--- config.mk ---
export PLATFORM = sky130hd
export DESIGN_NAME = stream_demux_1to2_flat
export DESIGN_NICKNAME = d
export VERILOG_FILES = /design/src/rtl/stream_demux_1to2_if.sv /design/src/rtl/stream_demux_1to2.sv /design/src/flat_wrapper.sv
export SDC_FILE = /design/constraint.sdc
export NUM_CORES = 1
export LEC_CHECK = 0
export CAP_MARGIN = 10
export CORE_MARGIN = 1.5
export CORE_UTILIZATION = 40
export CTS_BUF_LIST = sky130_fd_sc_hd__clkbuf_8
export CTS_CLUSTER_DIAMETER = 150
export DETAILED_ROUTE_END_ITERATION = 7
export PLACE_DENSITY_LB_ADDON = 0.25
export REMOVE_ABC_BUFFERS = 1
export SYNTH_ARGS = -nofsm -noshare
export SYNTH_HDL_FRONTEND = slang
export SYNTH_SLANG_ARGS = --single-unit
--- constraint.sdc ---
create_clock -name clk_i -period 3.15 [get_ports clk_i]
set_clock_uncertainty 0.15 [all_clocks]
set_input_delay 0.63 -clock clk_i [delete_from_list [all_inputs] [get_ports clk_i]]
set_output_delay 0.63 -clock clk_i [all_outputs]
set_load 0.005 [all_outputs]
--- src/rtl/stream_demux_1to2_if.sv ---
// stream_demux_1to2_if
// Bundles the stream signals of the 1:2 demultiplexer.
//   data_i/last_i/sel_i/valid_i/ready_o : input stream (sel_i picks the leg)
//   a_data_o/a_last_o/a_valid_o/a_ready_i : output leg A (sel_i=1)
//   b_data_o/b_last_o/b_valid_o/b_ready_i : output leg B (sel_i=0)
//   busy_o                                : packet in progress
// The master modport is the environment (upstream source plus both
// downstream sinks). The slave modport is the demultiplexer itself.
interface stream_demux_1to2_if #(
    parameter int WIDTH = 8
);
    logic [WIDTH-1:0] data_i;
    logic             last_i;
    logic             sel_i;
    logic             valid_i;
    logic             ready_o;

    logic [WIDTH-1:0] a_data_o;
    logic             a_last_o;
    logic             a_valid_o;
    logic             a_ready_i;

    logic [WIDTH-1:0] b_data_o;
    logic             b_last_o;
    logic             b_valid_o;
    logic             b_ready_i;

    logic             busy_o;

    modport master (
        output data_i, last_i, sel_i, valid_i, a_ready_i, b_ready_i,
        input  ready_o, a_data_o, a_last_o, a_valid_o,
               b_data_o, b_last_o, b_valid_o, busy_o
    );

    modport slave (
        input  data_i, last_i, sel_i, valid_i, a_ready_i, b_ready_i,
        output ready_o, a_data_o, a_last_o, a_valid_o,
               b_data_o, b_last_o, b_valid_o, busy_o
    );
endinterface

--- src/rtl/stream_demux_1to2.sv ---
// stream_demux_1to2
// Registered, packet-aware 1:2 stream demultiplexer. The leg is chosen by
// sel_i on the head beat of a packet (1 = leg A, 0 = leg B) and stays locked
// until the beat carrying last_i has been accepted. Each leg has a one-entry
// output register so downstream ready never reaches the other leg.
// Ports:
//   clk_i  : clock, rising edge
//   rst_ni : asynchronous active-low reset
//   bus    : stream_demux_1to2_if.slave (input stream, legs A/B, busy_o)
module stream_demux_1to2 #(
    parameter int WIDTH = 8
) (
    input  logic                 clk_i,
    input  logic                 rst_ni,
    stream_demux_1to2_if.slave   bus
);

    typedef enum logic {
        IDLE = 1'b0,
        LOCK = 1'b1
    } state_t;

    state_t state_reg;
    state_t state_next;
    logic   lock_sel_reg;
    logic   lock_sel_next;

    // Leg index 0 is leg A, leg index 1 is leg B.
    logic [1:0]            slot_valid_reg;
    logic [1:0][WIDTH-1:0] slot_data_reg;
    logic [1:0]            slot_last_reg;
    logic [1:0]            leg_ready;
    logic [1:0]            load;

    logic tgt;       // route select in sel_i polarity
    logic tgt_leg;   // leg index of the current target
    logic in_ready;
    logic accept;
    logic busy;

    assign leg_ready[0] = bus.a_ready_i;
    assign leg_ready[1] = bus.b_ready_i;

    // ------------------------------------------------------------------
    // FSM: state register
    // ------------------------------------------------------------------
    always_ff @(posedge clk_i or negedge rst_ni) begin
        if (!rst_ni) begin
            state_reg    <= IDLE;
            lock_sel_reg <= 1'b0;
        end else begin
            state_reg    <= state_next;
            lock_sel_reg <= lock_sel_next;
        end
    end

    // ------------------------------------------------------------------
    // FSM: next-state logic
    // ------------------------------------------------------------------
    always_comb begin
        state_next    = state_reg;
        lock_sel_next = lock_sel_reg;
        case (state_reg)
            IDLE: begin
                // A single-beat packet never leaves IDLE.
                if (accept && !bus.last_i) begin
                    state_next    = LOCK;
                    lock_sel_next = bus.sel_i;
                end
            end
            LOCK: begin
                if (accept && bus.last_i) begin
                    state_next = IDLE;
                end
            end
            default: state_next = IDLE;
        endcase
    end

    // ------------------------------------------------------------------
    // FSM: output logic
    // ------------------------------------------------------------------
    always_comb begin
        tgt      = (state_reg == LOCK) ? lock_sel_reg : bus.sel_i;
        tgt_leg  = ~tgt;
        // Only the target leg can stall the input; the other leg drains
        // on its own.
        in_ready = !slot_valid_reg[tgt_leg] || leg_ready[tgt_leg];
        accept   = bus.valid_i && in_ready;
        busy     = (state_reg == LOCK);
    end

    assign bus.ready_o = in_ready;
    assign bus.busy_o  = busy;

    // ------------------------------------------------------------------
    // Per-leg output slots
    // ------------------------------------------------------------------
    generate
        for (genvar gi = 0; gi < 2; gi++) begin : g_load
            assign load[gi] = accept && (tgt_leg == 1'(gi));
        end
    endgenerate

    // A load takes priority over a drain, so a slot that empties and
    // refills in the same cycle keeps valid high without a bubble.
    always_ff @(posedge clk_i or negedge rst_ni) begin
        if (!rst_ni) begin
            slot_valid_reg <= '0;
            slot_data_reg  <= '0;
            slot_last_reg  <= '0;
        end else begin
            for (int i = 0; i < 2; i++) begin
                if (load[i]) begin
                    slot_valid_reg[i] <= 1'b1;
                    slot_data_reg[i]  <= bus.data_i;
                    slot_last_reg[i]  <= bus.last_i;
                end else if (slot_valid_reg[i] && leg_ready[i]) begin
                    slot_valid_reg[i] <= 1'b0;
                end
            end
        end
    end

    assign bus.a_valid_o = slot_valid_reg[0];
    assign bus.a_data_o  = slot_data_reg[0];
    assign bus.a_last_o  = slot_last_reg[0];
    assign bus.b_valid_o = slot_valid_reg[1];
    assign bus.b_data_o  = slot_data_reg[1];
    assign bus.b_last_o  = slot_last_reg[1];

endmodule

--- src/flat_wrapper.sv ---
// flat-port wrapper written by rule: the top's interface ports become plain ports
module stream_demux_1to2_flat 
#(
    parameter int WIDTH = 8
)
  (clk_i, rst_ni, bus_data_i, bus_last_i, bus_sel_i, bus_valid_i, bus_a_ready_i, bus_b_ready_i, bus_ready_o, bus_a_data_o, bus_a_last_o, bus_a_valid_o, bus_b_data_o, bus_b_last_o, bus_b_valid_o, bus_busy_o);
  stream_demux_1to2_if #(.WIDTH(WIDTH)) bus_i ();
  input  logic clk_i;
  input  logic rst_ni;
  input wire logic [$bits(bus_i.data_i)-1:0] bus_data_i;
  input wire logic [$bits(bus_i.last_i)-1:0] bus_last_i;
  input wire logic [$bits(bus_i.sel_i)-1:0] bus_sel_i;
  input wire logic [$bits(bus_i.valid_i)-1:0] bus_valid_i;
  input wire logic [$bits(bus_i.a_ready_i)-1:0] bus_a_ready_i;
  input wire logic [$bits(bus_i.b_ready_i)-1:0] bus_b_ready_i;
  output wire logic [$bits(bus_i.ready_o)-1:0] bus_ready_o;
  output wire logic [$bits(bus_i.a_data_o)-1:0] bus_a_data_o;
  output wire logic [$bits(bus_i.a_last_o)-1:0] bus_a_last_o;
  output wire logic [$bits(bus_i.a_valid_o)-1:0] bus_a_valid_o;
  output wire logic [$bits(bus_i.b_data_o)-1:0] bus_b_data_o;
  output wire logic [$bits(bus_i.b_last_o)-1:0] bus_b_last_o;
  output wire logic [$bits(bus_i.b_valid_o)-1:0] bus_b_valid_o;
  output wire logic [$bits(bus_i.busy_o)-1:0] bus_busy_o;
  assign bus_i.data_i = bus_data_i;
  assign bus_i.last_i = bus_last_i;
  assign bus_i.sel_i = bus_sel_i;
  assign bus_i.valid_i = bus_valid_i;
  assign bus_i.a_ready_i = bus_a_ready_i;
  assign bus_i.b_ready_i = bus_b_ready_i;
  assign bus_ready_o = bus_i.ready_o;
  assign bus_a_data_o = bus_i.a_data_o;
  assign bus_a_last_o = bus_i.a_last_o;
  assign bus_a_valid_o = bus_i.a_valid_o;
  assign bus_b_data_o = bus_i.b_data_o;
  assign bus_b_last_o = bus_i.b_last_o;
  assign bus_b_valid_o = bus_i.b_valid_o;
  assign bus_busy_o = bus_i.busy_o;
  stream_demux_1to2 #(.WIDTH(WIDTH)) u_core (.clk_i(clk_i), .rst_ni(rst_ni), .bus(bus_i));
endmodule
======== Word level (Yosys, flattened, before mapping) ========
Index checks and enable logic that the tools add are counted.
word-level totals
  flip-flop bits (word level) ............. 22
  bits in latches ......................... 0
  RAM bits ................................ 0
  ROM bits ................................ 0
  input port bits ......................... 15
  output and inout port bits .............. 22
  logic and storage cells ................. 36
  memories ................................ 0
operators by class
  add/subtract/negate cells ............... 0
  multipliers ............................. 0
  divide/modulo/power cells ............... 0
  $lt $le $gt $ge ......................... 1
  eq/ne operators ......................... 0
  shift-type cells ........................ 0
  mux-type cells .......................... 12
  bitwise operators ....................... 2
  reduce and logical (&&, ||, !) cells .... 13
operators with widths
  cell                count
  $mux 1              11
  $logic_and 1x1->1   7
  $reduce_bool 2->1   2
  $logic_not 1->1     2
  $lt 1x2->1 const B  1
  $not 1->1           2
  $pmux 1 s2          1
  $reduce_and 2->1    1
  $logic_or 1x1->1    1

======== Logic depth before layout (Yosys ltp) ========
Gate-level depths: netlist (run 1).
  depth in word-level cells ............... 10
  gate-level depth with buffers ........... 5
  mapped depth without buffers ............ 4

======== Worst setup path before layout (run 1) ========
Ideal clock, no wire load.
  kind .................................... input to output
  start point ............................. input port bus_sel_i
  end point ............................... output port bus_ready_o
  data arrival time ....................... 1.225 ns
  data required time ...................... 2.370 ns
  path slack .............................. 1.145 ns
  cell stages on the path ................. 2
  path buffers ............................ 0
  path through ............................ mux2i_1 mux2_2
on the way
  longest elaborated chain between the ends .. 5
  elaborated cells on any way between the ends .. 7
  classes of those cells .................. mux (5); reduce/logical (2)
RTL lines
  item                                        line                     source
  start: declaration                          flat_wrapper.sv:12       input wire logic [$bits(bus_i.sel_i)-1:0] bus_sel_i;
  $mux 1 *                                    stream_demux_1to2.sv:84  tgt = (state_reg == LOCK) ? lock_sel_reg : bus.sel_i;
  $mux 1 (not written as such) (2 in series)  stream_demux_1to2.sv:88  in_ready = !slot_valid_reg[tgt_leg] || leg_ready[tgt_leg];
  $logic_not 1->1                             stream_demux_1to2.sv:88
  $logic_or 1x1->1 *                          stream_demux_1to2.sv:88
  end: declaration                            flat_wrapper.sv:16       output wire logic [$bits(bus_i.ready_o)-1:0] bus_ready_o;
Mark *: on every way between the ends. The rest lies on a longest branch, timed or not. The select of a mux whose other input is x is not followed.

======== Worst setup path in the final report (run 1) ========
Same ends and word-level chain as after synthesis.

==> metrics.md, run 1 <==
| Metric | Value |
|---|---|
| Post-Syn Area | ~940 sq um |
| Die X-Extent | 51.50 microns |
| Post-synthesis mux area share | 0.3059 |
| Crit path to | bus_ready_o |
| Post-synthesis simple-gate area fraction | 0.05319 |
| Max incr delay on CP | around 450 ps |
| Area delta synth->final | 44.41% |
| CP Launch Point | bus_sel_i |
| Max_slew headroom | 0.3547 |
| Main combinational cell family by area after synthesis | multiplexers |
| CTS HTree Levels | 1 |
| Via Count | 588 |
| Antenna violations before repair | 0 |
| DR iter-0 viols | 0 |
| Synth Area in Adders | 0 |
| Final Non-Filler Cells | 120 |
| Ant diodes | 0 |
| TritonCTS clock tree | yes |
| HPWL Detailed | roughly 1200 microns |
| Remaining DRCs | 0 |
| Most used cell, CP | clkdlybuf4s50_1 |
| Synth Instances | 54 |
| Leading cell type in the layout, fill and taps excluded | clkdlybuf4s50_1 |
| Synth unique cells | 14 |
| Final design utilization | 0.6143 |
| Number of setup violations in the final report | 0 |
| Peak VDD IR | 561.2 uV |
| Max Root-Sink Buffers | 2 |
| Num CTS Buffers | 3 |
| Pin count of the biggest net entering global routing | 23 |
| Setup ws final | ~220 ps |
| P_leak | ~0.62 nW |
| Reg2reg path depth | 4 |
| Total grt overflow | 0 |
| PwrDens | 941.2 nW/um^2 |
| Cts hold-fix bufs | 0 |
| Complex-gate fraction of the synthesized area | 0.02793 |
| Placeable Area | 2212 sq um |
| Final setup TNS | 0 ps |
| Peak Freq | 341.5 MHz |
| Routability cong. | 0.7335 |
| First-pass GRT wire length | 2918 microns |
| DR top layer | met4 |
| Cell Rows | 17 |
| Clock latency on the worst-skew pair | 260 ps |
| Commonest non-fill, non-tap cells in the layout | clkdlybuf4s50_1 (36), dfrtp_1 (22), mux2_4 (14), mux2_2 (5), clkbuf_8 (3) |
| Die height | 51.50 microns |
| Crit-path max FO | 3 |
| Setup WS pre-CTS | 207.5 ps |
| Postcts setup bufs | 0 |
| WS Path Type | in2out |
| Post-layout net count | 109 |
| Largest cells by area after synthesis | dfrtp_1 (59%), mux2_4 (22%), mux2_2 (6.0%) |
| Critical Path RT | about 2400 ps |
| Syn_area_per_cell | 17.42 sq um |
| Sequential share of the synthesized area | 0.5851 |
| Least-Margin Pin Slew | 965.0 ps |
| Unrepaired setup endpoints after global routing | no |
| Min Tclk post-route | 2928 ps |
| Initial Util | 0.4253 |
| # resized after CTS | 0 |
| Yosys reg bits | 22 |
| Hold Vio Cnt, Final | 0 |
| Root buf cell | clkbuf_8 |
| DR WL met2 | 838 microns |
| Slowest library cell on the worst path | clkdlybuf4s50_1 |
| Post-synth top area cell | dfrtp_1 |
| Crit-path cells | clkdlybuf4s50_1 > mux2i_1 > mux2_2 > clkdlybuf4s50_1 |
| IO buf count | 36 |
| Vias in the first global route | 639 |
| Period utilisation layout | 0.9295 |
| GRT Overall Usage | 0.1537 |
| Total of max-cap violations | 0 |
| Max-slew violation count | 0 |
| Vias per cell | 4.900 |
| Metal3 WL | 133 microns |
| Layout cells sized above 1 | 0.2826 |
| Critical path launch point type | primary input |
| Placed cell count | 117 |
| Hold Path Class | reg2reg |
| Setup slack, reg-to-reg | 1310 ps |
| Crit end category | output pin |
| WP data arrival | 2150 ps |
| IO Pins | 37 |
| Post-synth top area share | 0.5851 |
| ANT nets after route | 0 |
| Pre-antenna DRT Iters | 1 |
| Xor and xnor area share after synthesis | 0 |
| Outcome | finished, final reports clean |
| Met1 WL | 737 microns |
| Routed wire length | 1726 microns |
| Yosys warnings | 0 |
| Clock sinks | 22 |
| CTS clk-pin slew, worst paths | approximately 70 ps |
| Die area | between 2000 and 3000 sq um |
| Reg-to-reg endpoint | u_core.lock_sel_reg |
| Routed length per instance | 14.38 microns |
-- worst max-delay path, delay by kind of cell --
kind	cells	cell delay [ps]
mux	2	650
buf+inv	2	870
-- final cells by class --
class | instances | area (sq um)
multi-input combinational | 30 | 364.1
sequential | 22 | 550.5
timing repair buffer | 37 | 367.9
tap | 28 | 35.03
clock buffer | 3 | 41.29
fill | 186 | 853.3
-- stage by stage --
| step | instance area (sq um) | total power [W] | hold slack [ps] |
|---|---|---|---|
| final | 1359 | 0.001279 | 340.2 |
| after global placement | 1318 | 0.001110 | 324.5 |
| after CTS | 1359 | 0.001299 | 348.5 |
| after detailed placement | 1318 | 0.001122 | 330.3 |
| after global routing | 1359 | 0.001367 | 377.1 |
| after floorplan | 914.6 | 0.0007760 | 184.4 |
-- logic make-up after synthesis --
group | Yosys count
flip-flops | 22
multiplexers | 21
AND/OR/NAND/NOR | 6
AO/OA/AOI/OAI | 3
buffers and inverters | 2
-- Yosys cell counts --
library cell and number:
dfrtp_1 22, nand3b_4 1, mux2_2 5, buf_6 1, buf_8 1, mux2_1 1, nand3_2 1, mux2_4 14
a211oi_2 1, a21oi_1 1, mux2i_1 1, nand2_1 2, a31o_1 1, nand2b_1 2
-- how the worst min path moves through the flow --
stage,start,to,cells past startpoint
3_3_place_gp,u_core.lock_sel_reg,u_core.lock_sel_reg,1
2_1_floorplan,rst_ni,asynchronous set/reset pin,0
5_1_grt,u_core.bus.b_data_o[5],u_core.bus.b_data_o[5],1
3_5_place_dp,u_core.lock_sel_reg,u_core.lock_sel_reg,1
6_report,u_core.lock_sel_reg,u_core.lock_sel_reg,1
4_1_cts,u_core.lock_sel_reg,u_core.lock_sel_reg,1
-- power breakdown --
part           switching, W  internal [W]  leakage (nW)
clock             0.0000839     0.0000852        0.0216
sequential        0.0000820      0.000424         0.260
combinational      0.000164      0.000441         0.335
total              0.000329      0.000949         0.617
-- metal layers --
| layer | GRT usage | vias up |
|---|---|---|
| li1 | - | 266 |
| met1 | 0.1761 | 299 |
| met2 | 0.2479 | 19 |
| met3 | 0.07759 | 4 |
| met4 | 0.05263 | 0 |
| met5 | 0 | - |
Power figures use the tool's default switching activity.
==> inputs of run 2 (changes only) <==
- RECOVER_POWER: unset -> 100
==> metrics.md, run 2 (synthesis gave the netlist of run 1 again) <==
| Metric | Value |
|---|---|
| Antenna violations before repair | 0 (unchanged) |
| CTS clk-pin slew, worst paths | 70 ps (about the same) |
| HPWL Detailed | 1206 microns (unchanged) |
| Num CTS Buffers | 3 (unchanged) |
| Max Root-Sink Buffers | 2 (unchanged) |
| PwrDens | 867.5 nW/um^2 (-7.8%) |
| Vias in the first global route | 639 (unchanged) |
| Max_slew headroom | 0.3605 (+0.005835) |
| Hold Vio Cnt, Final | 0 (unchanged) |
| CTS HTree Levels | 1 (unchanged) |
| Routed wire length | 1695 microns (-1.8%) |
| Peak Freq | 343.0 MHz (+0.44%) |
| Remaining DRCs | 0 (unchanged) |
| Crit-path cells | clkdlybuf4s50_1 > mux2i_1 > mux2_2 > clkdlybuf4s50_1 |
| Area delta synth->final | 36.57% |
| Sw power | 0.0003065 W (-7.0%) |
| Placeable Area | 2212 sq um (unchanged) |
| Total of max-cap violations | 0 (unchanged) |
| Max-slew violation count | 0 (unchanged) |
| Reg2reg path depth | 4 (unchanged) |
| Critical path launch point type | primary input |
| Worst hold slack | 338.6 ps (-1.538 ps) |
| GRT Overall Usage | 0.1537 (unchanged) |
| Critical Path RT | 2370 ps (about the same) |
| Cell family with most CP delay | buffers and inverters |
| Postcts setup bufs | 0 (unchanged) |
| Crit-path max FO | 3 (unchanged) |
| # resized after CTS | 0 (unchanged) |
| Comb pwr share | 0.407 (-0.065) |
| Total grt overflow | 0 (unchanged) |
| Post-layout net count | 109 (unchanged) |
| Commonest non-fill, non-tap cells in the layout | dfrtp_1 (22), dlygate4sd3_1 (22), mux2_1 (15), clkdlybuf4s50_1 (14), mux2_2 (5) |
| Layout cells sized above 1 | 0.09783 (-0.1848) |
| Min Tclk post-route | 2915 ps (-12.72 ps) |
| Cts hold-fix bufs | 0 (unchanged) |
| Die area | 2652 sq um (unchanged) |
| DR iter-0 viols | 2 (+2) |
| Ant diodes | 0 (unchanged) |
| Max incr delay on CP | 450 ps (about the same) |
| Hold Path Class | reg2reg |
| Most used cell, CP | clkdlybuf4s50_1 |
| Least-Margin Pin Slew | 956.1 ps (-8.884 ps) |
| Routability cong. | 0.7335 (unchanged) |
| Pin count of the biggest net entering global routing | 23 (unchanged) |
| Switching share of power | 0.2750 (+0.01734) |
| Outcome | finished, final reports clean |
| Final Cell Area | 1285 sq um (-5.4%) |
| Clock power share | 0.152 (+0.020) |
| IO buf count | 36 (unchanged) |
| Routed length per instance | 14.13 microns (-1.8%) |
| Post-DP Area | 1318 sq um (unchanged) |
| Setup slack, reg-to-reg | 980 ps (-330 ps) |
| Vias per cell | 4.900 (unchanged) |
| ANT nets after route | 0 (unchanged) |
| Clock latency on the worst-skew pair | 260 ps (about the same) |
| Flop pwr share | 0.441 (+0.046) |
| Die height | 51.50 microns (unchanged) |
| Root buf cell | clkbuf_8 |
| Die X-Extent | 51.50 microns (unchanged) |
| Internal power | 0.0008082 W (-15%) |
| Unrepaired setup endpoints after global routing | no |
| Reg-to-reg endpoint | u_core.lock_sel_reg |
| Final setup TNS | 0 ps (unchanged) |
| Pre-antenna DRT Iters | 2 (+1) |
| CP Launch Point | bus_sel_i |
| TritonCTS clock tree | yes |
| P_leak | 0.5459 nW (-12%) |
| Via Count | 588 (unchanged) |
| Critical path depth | 4 (unchanged) |
| First-pass GRT wire length | 2918 microns (unchanged) |
| Crit end category | output pin |
| WP data arrival | 2140 ps (about the same) |
| Number of setup violations in the final report | 0 (unchanged) |
| Peak VDD IR | 516.1 uV (-8.0%) |
| WS Path Type | in2out |
| Period utilisation layout | 0.9255 (-0.004037) |
| Crit path to | bus_ready_o |
| Slowest library cell on the worst path | clkdlybuf4s50_1 |
| Clock sinks | 22 (unchanged) |
| Worst Path Buf+Inv | 2 (unchanged) |
| Initial Util | 0.4253 (unchanged) |
| Cell Rows | 17 (unchanged) |
| IO Pins | 37 (unchanged) |
-- run 2: changes by cell type in the layout (fill, tap and decap cells not counted), moves of 14 or more --
cell             delta
dlygate4sd3_1      +22
mux2_4             -14
mux2_1             +14
clkdlybuf4s50_1    -22
-- run 2: power by group through the flow --
stage	combinational [W]	sequential, W	clock, W
2_1_floorplan	0.000262	0.000514	0
3_3_place_gp	0.000603	0.000507	0
3_5_place_dp	0.000613	0.000508	0
4_1_cts	0.000615	0.000507	0.000177
5_1_grt	0.000501	0.000513	0.000191
6_report	0.000454	0.000492	0.000169
-- run 2: layout make-up --
| type | count | area (sq um) |
|---|---|---|
| multi-input combinational | 30 | 294.0 |
| tap | 28 | 35.03 |
| fill | 193 | 927.1 |
| clock buffer | 3 | 41.29 |
| timing repair buffer | 37 | 364.1 |
| sequential | 22 | 550.5 |
-- run 2: routing by layer --
layer	wire length, microns	share of wire	vias to the layer above	track usage
li1	-	-	267	-
met1	699	0.41	298	0.1761
met2	844	0.50	19	0.2479
met3	134	0.079	4	0.07759
met4	16	0.0094	0	0.05263
met5	0	0	-	0
-- run 2: worst min-delay path by stage --
stage                           startpoint                          to  slack (ps)  depth (start not counted)
floorplan                           rst_ni  asynchronous set/reset pin         180                          0
global placement       u_core.lock_sel_reg         u_core.lock_sel_reg         320                          1
detailed placement     u_core.lock_sel_reg         u_core.lock_sel_reg         330                          1
CTS                    u_core.lock_sel_reg         u_core.lock_sel_reg         350                          1
global route        u_core.bus.a_data_o[1]      u_core.bus.a_data_o[1]         370                          1
finish                 u_core.lock_sel_reg         u_core.lock_sel_reg         340                          1
-- run 2: stage by stage --
stage / util / cells / power (W) / setup WS, ps
final: 0.5809 / 120 / 0.001115 / 234.7
after global routing: 0.5809 / 120 / 0.001205 / 124.0
after CTS: 0.6143 / 120 / 0.001299 / 197.1
after detailed placement: 0.5956 / 117 / 0.001122 / 207.5
after global placement: 0.5956 / 117 / 0.001110 / 270.3
after floorplan: - / 52 / 0.0007760 / 1129
==> inputs of run 3 (changes only) <==
- PLACE_DENSITY: unset -> 0.74
- PLACE_DENSITY_LB_ADDON: 0.25 -> unset
==> metrics.md, run 3 (synthesis gave the netlist of run 1 again) <==
| Metric | Value |
|---|---|
| Outcome | finished, final reports clean |
| Cell Rows | 17 (unchanged) |
| Initial Util | 0.4253 (unchanged) |
| Placeable Area | 2212 sq um (unchanged) |
| Critical path launch point type | primary input |
| Root buf cell | clkbuf_8 |
| Post-DP Area | 1325 sq um (+0.57%) |
| Area delta synth->final | 36.97% |
| Pre-antenna DRT Iters | 2 (unchanged) |
| Commonest non-fill, non-tap cells in the layout | dfrtp_1 (22), dlygate4sd3_1 (22), mux2_1 (15), clkdlybuf4s50_1 (14), mux2_2 (5) |
| Routed length per instance | 13.68 microns (-3.2%) |
| Worst hold slack | 337.0 ps (-1.636 ps) |
| Remaining DRCs | 0 (unchanged) |
| Die area | 2652 sq um (unchanged) |
| Total of max-cap violations | 0 (unchanged) |
| Clock latency on the worst-skew pair | 250 ps (about the same) |
| Reg2reg path depth | 4 (unchanged) |
| Num CTS Buffers | 3 (unchanged) |
| Critical Path RT | 2370 ps (about the same) |
| Worst Path Buf+Inv | 2 (unchanged) |
| Ant diodes | 0 (unchanged) |
| Number of setup violations in the final report | 0 (unchanged) |
| HPWL Detailed | 1233 microns (+2.2%) |
| Vias in the first global route | 616 (-3.6%) |
| IO Pins | 37 (unchanged) |
| Final setup TNS | 0 ps (unchanged) |
| Cell family with most CP delay | buffers and inverters |
| Clock sinks | 22 (unchanged) |
| Hold path cells | 1 (unchanged) |
| Die height | 51.50 microns (unchanged) |
| Pin count of the biggest net entering global routing | 23 (unchanged) |
| Vias per cell | 4.752 (-3.0%) |
| ANT nets after route | 0 (unchanged) |
| Peak VDD IR | 448.0 uV (-13%) |
| Routability cong. | 0.7307 (-0.38%) |
| Critical path depth | 4 (unchanged) |
| Cts hold-fix bufs | 0 (unchanged) |
| Final Cell Area | 1289 sq um (+0.29%) |
| Max Root-Sink Buffers | 2 (unchanged) |
| CTS HTree Levels | 1 (unchanged) |
| Via Count | 575 (-2.2%) |
| Most used cell, CP | clkdlybuf4s50_1 |
| Period utilisation layout | 0.9190 (-0.006433) |
| Crit-path cells | clkdlybuf4s50_1 > mux2i_1 > mux2_2 > clkdlybuf4s50_1 |
| Antenna violations before repair | 0 (unchanged) |
| Max incr delay on CP | 440 ps (about the same) |
| Power, Total | 0.001111 W (-0.36%) |
| GRT Overall Usage | 0.1474 (-0.006267) |
| Slowest library cell on the worst path | clkdlybuf4s50_1 |
| Hold Path Class | reg2reg |
| CTS clk-pin slew, worst paths | 70 ps (about the same) |
| TritonCTS clock tree | yes |
| Peak Freq | 345.4 MHz (+0.70%) |
| Placed cell count | 118 (+0.85%) |
| First-pass GRT wire length | 2773 microns (-5.0%) |
| Layout cells sized above 1 | 0.09677 (-0.001052) |
| Max-slew violation count | 0 (unchanged) |
| Post-layout net count | 110 (+0.92%) |
| CP Launch Point | bus_sel_i |
| Final Non-Filler Cells | 121 (+0.83%) |
| Die X-Extent | 51.50 microns (unchanged) |
| Crit-path max FO | 3 (unchanged) |
| Unrepaired setup endpoints after global routing | no |
| Max_slew headroom | 0.2643 (-0.09620) |
| Total grt overflow | 0 (unchanged) |
| Least-Margin Pin Slew | 1104 ps (+147.5 ps) |
| Postcts setup bufs | 0 (unchanged) |
| IO buf count | 36 (unchanged) |
| P_leak | 0.5471 nW (+0.22%) |
| Crit end category | output pin |
| PwrDens | 861.9 nW/um^2 (-0.65%) |
| Worst min-delay path startpoint | u_core.bus.a_data_o[4] |
| Routed wire length | 1655 microns (-2.4%) |
| # resized after CTS | 0 (unchanged) |
| WS Path Type | in2out |
| DR iter-0 viols | 1 (-1) |
| Min Tclk post-route | 2895 ps (-20.26 ps) |
| WP data arrival | 2110 ps (-30 ps) |
| Hold Vio Cnt, Final | 0 (unchanged) |
## run 3: routing by layer
layer  routed length [microns]  vias up  track usage
met5                         0        -            0
met4                        15        0      0.09211
met3                       126        2      0.04598
met2                       793       18       0.2286
met1                       720      282       0.1782
li1                          -      273            -
## run 3: stage by stage
stage          setup WS, ps  utilization
5_1_grt               147.6       0.5826
3_5_place_dp          239.5       0.5990
6_report              255.0       0.5826
2_1_floorplan          1129            -
3_3_place_gp          271.7       0.5990
4_1_cts               224.2       0.6176
## run 3: final timing paths
path	slack (ps)	endpoint
worst max-delay path	260	bus_ready_o
worst min-delay path	340	u_core.bus.a_data_o[4]
worst max register to register	960	u_core.lock_sel_reg
worst min register to register	340	u_core.bus.a_data_o[4]
max in group asynchronous	1240	u_core.bus.a_data_o[4]
min in group asynchronous	950	u_core.lock_sel_reg
## run 3: cell type report
| cell class | count | area, sq um |
|---|---|---|
| Clock buffer | 3 | 41.29 |
| Fill cell | 208 | 923.4 |
| Multi-Input combinational cell | 30 | 294.0 |
| Sequential cell | 22 | 550.5 |
| Tap cell | 28 | 35.03 |
| Timing Repair Buffer | 38 | 367.9 |
## run 3: report_power, final
part	total, W	switching, W	leakage (nW)	internal (W)
combinational	0.000458	0.000157	0.265	0.000301
clock	0.000159	0.0000745	0.0216	0.0000848
sequential	0.000494	0.0000704	0.260	0.000423
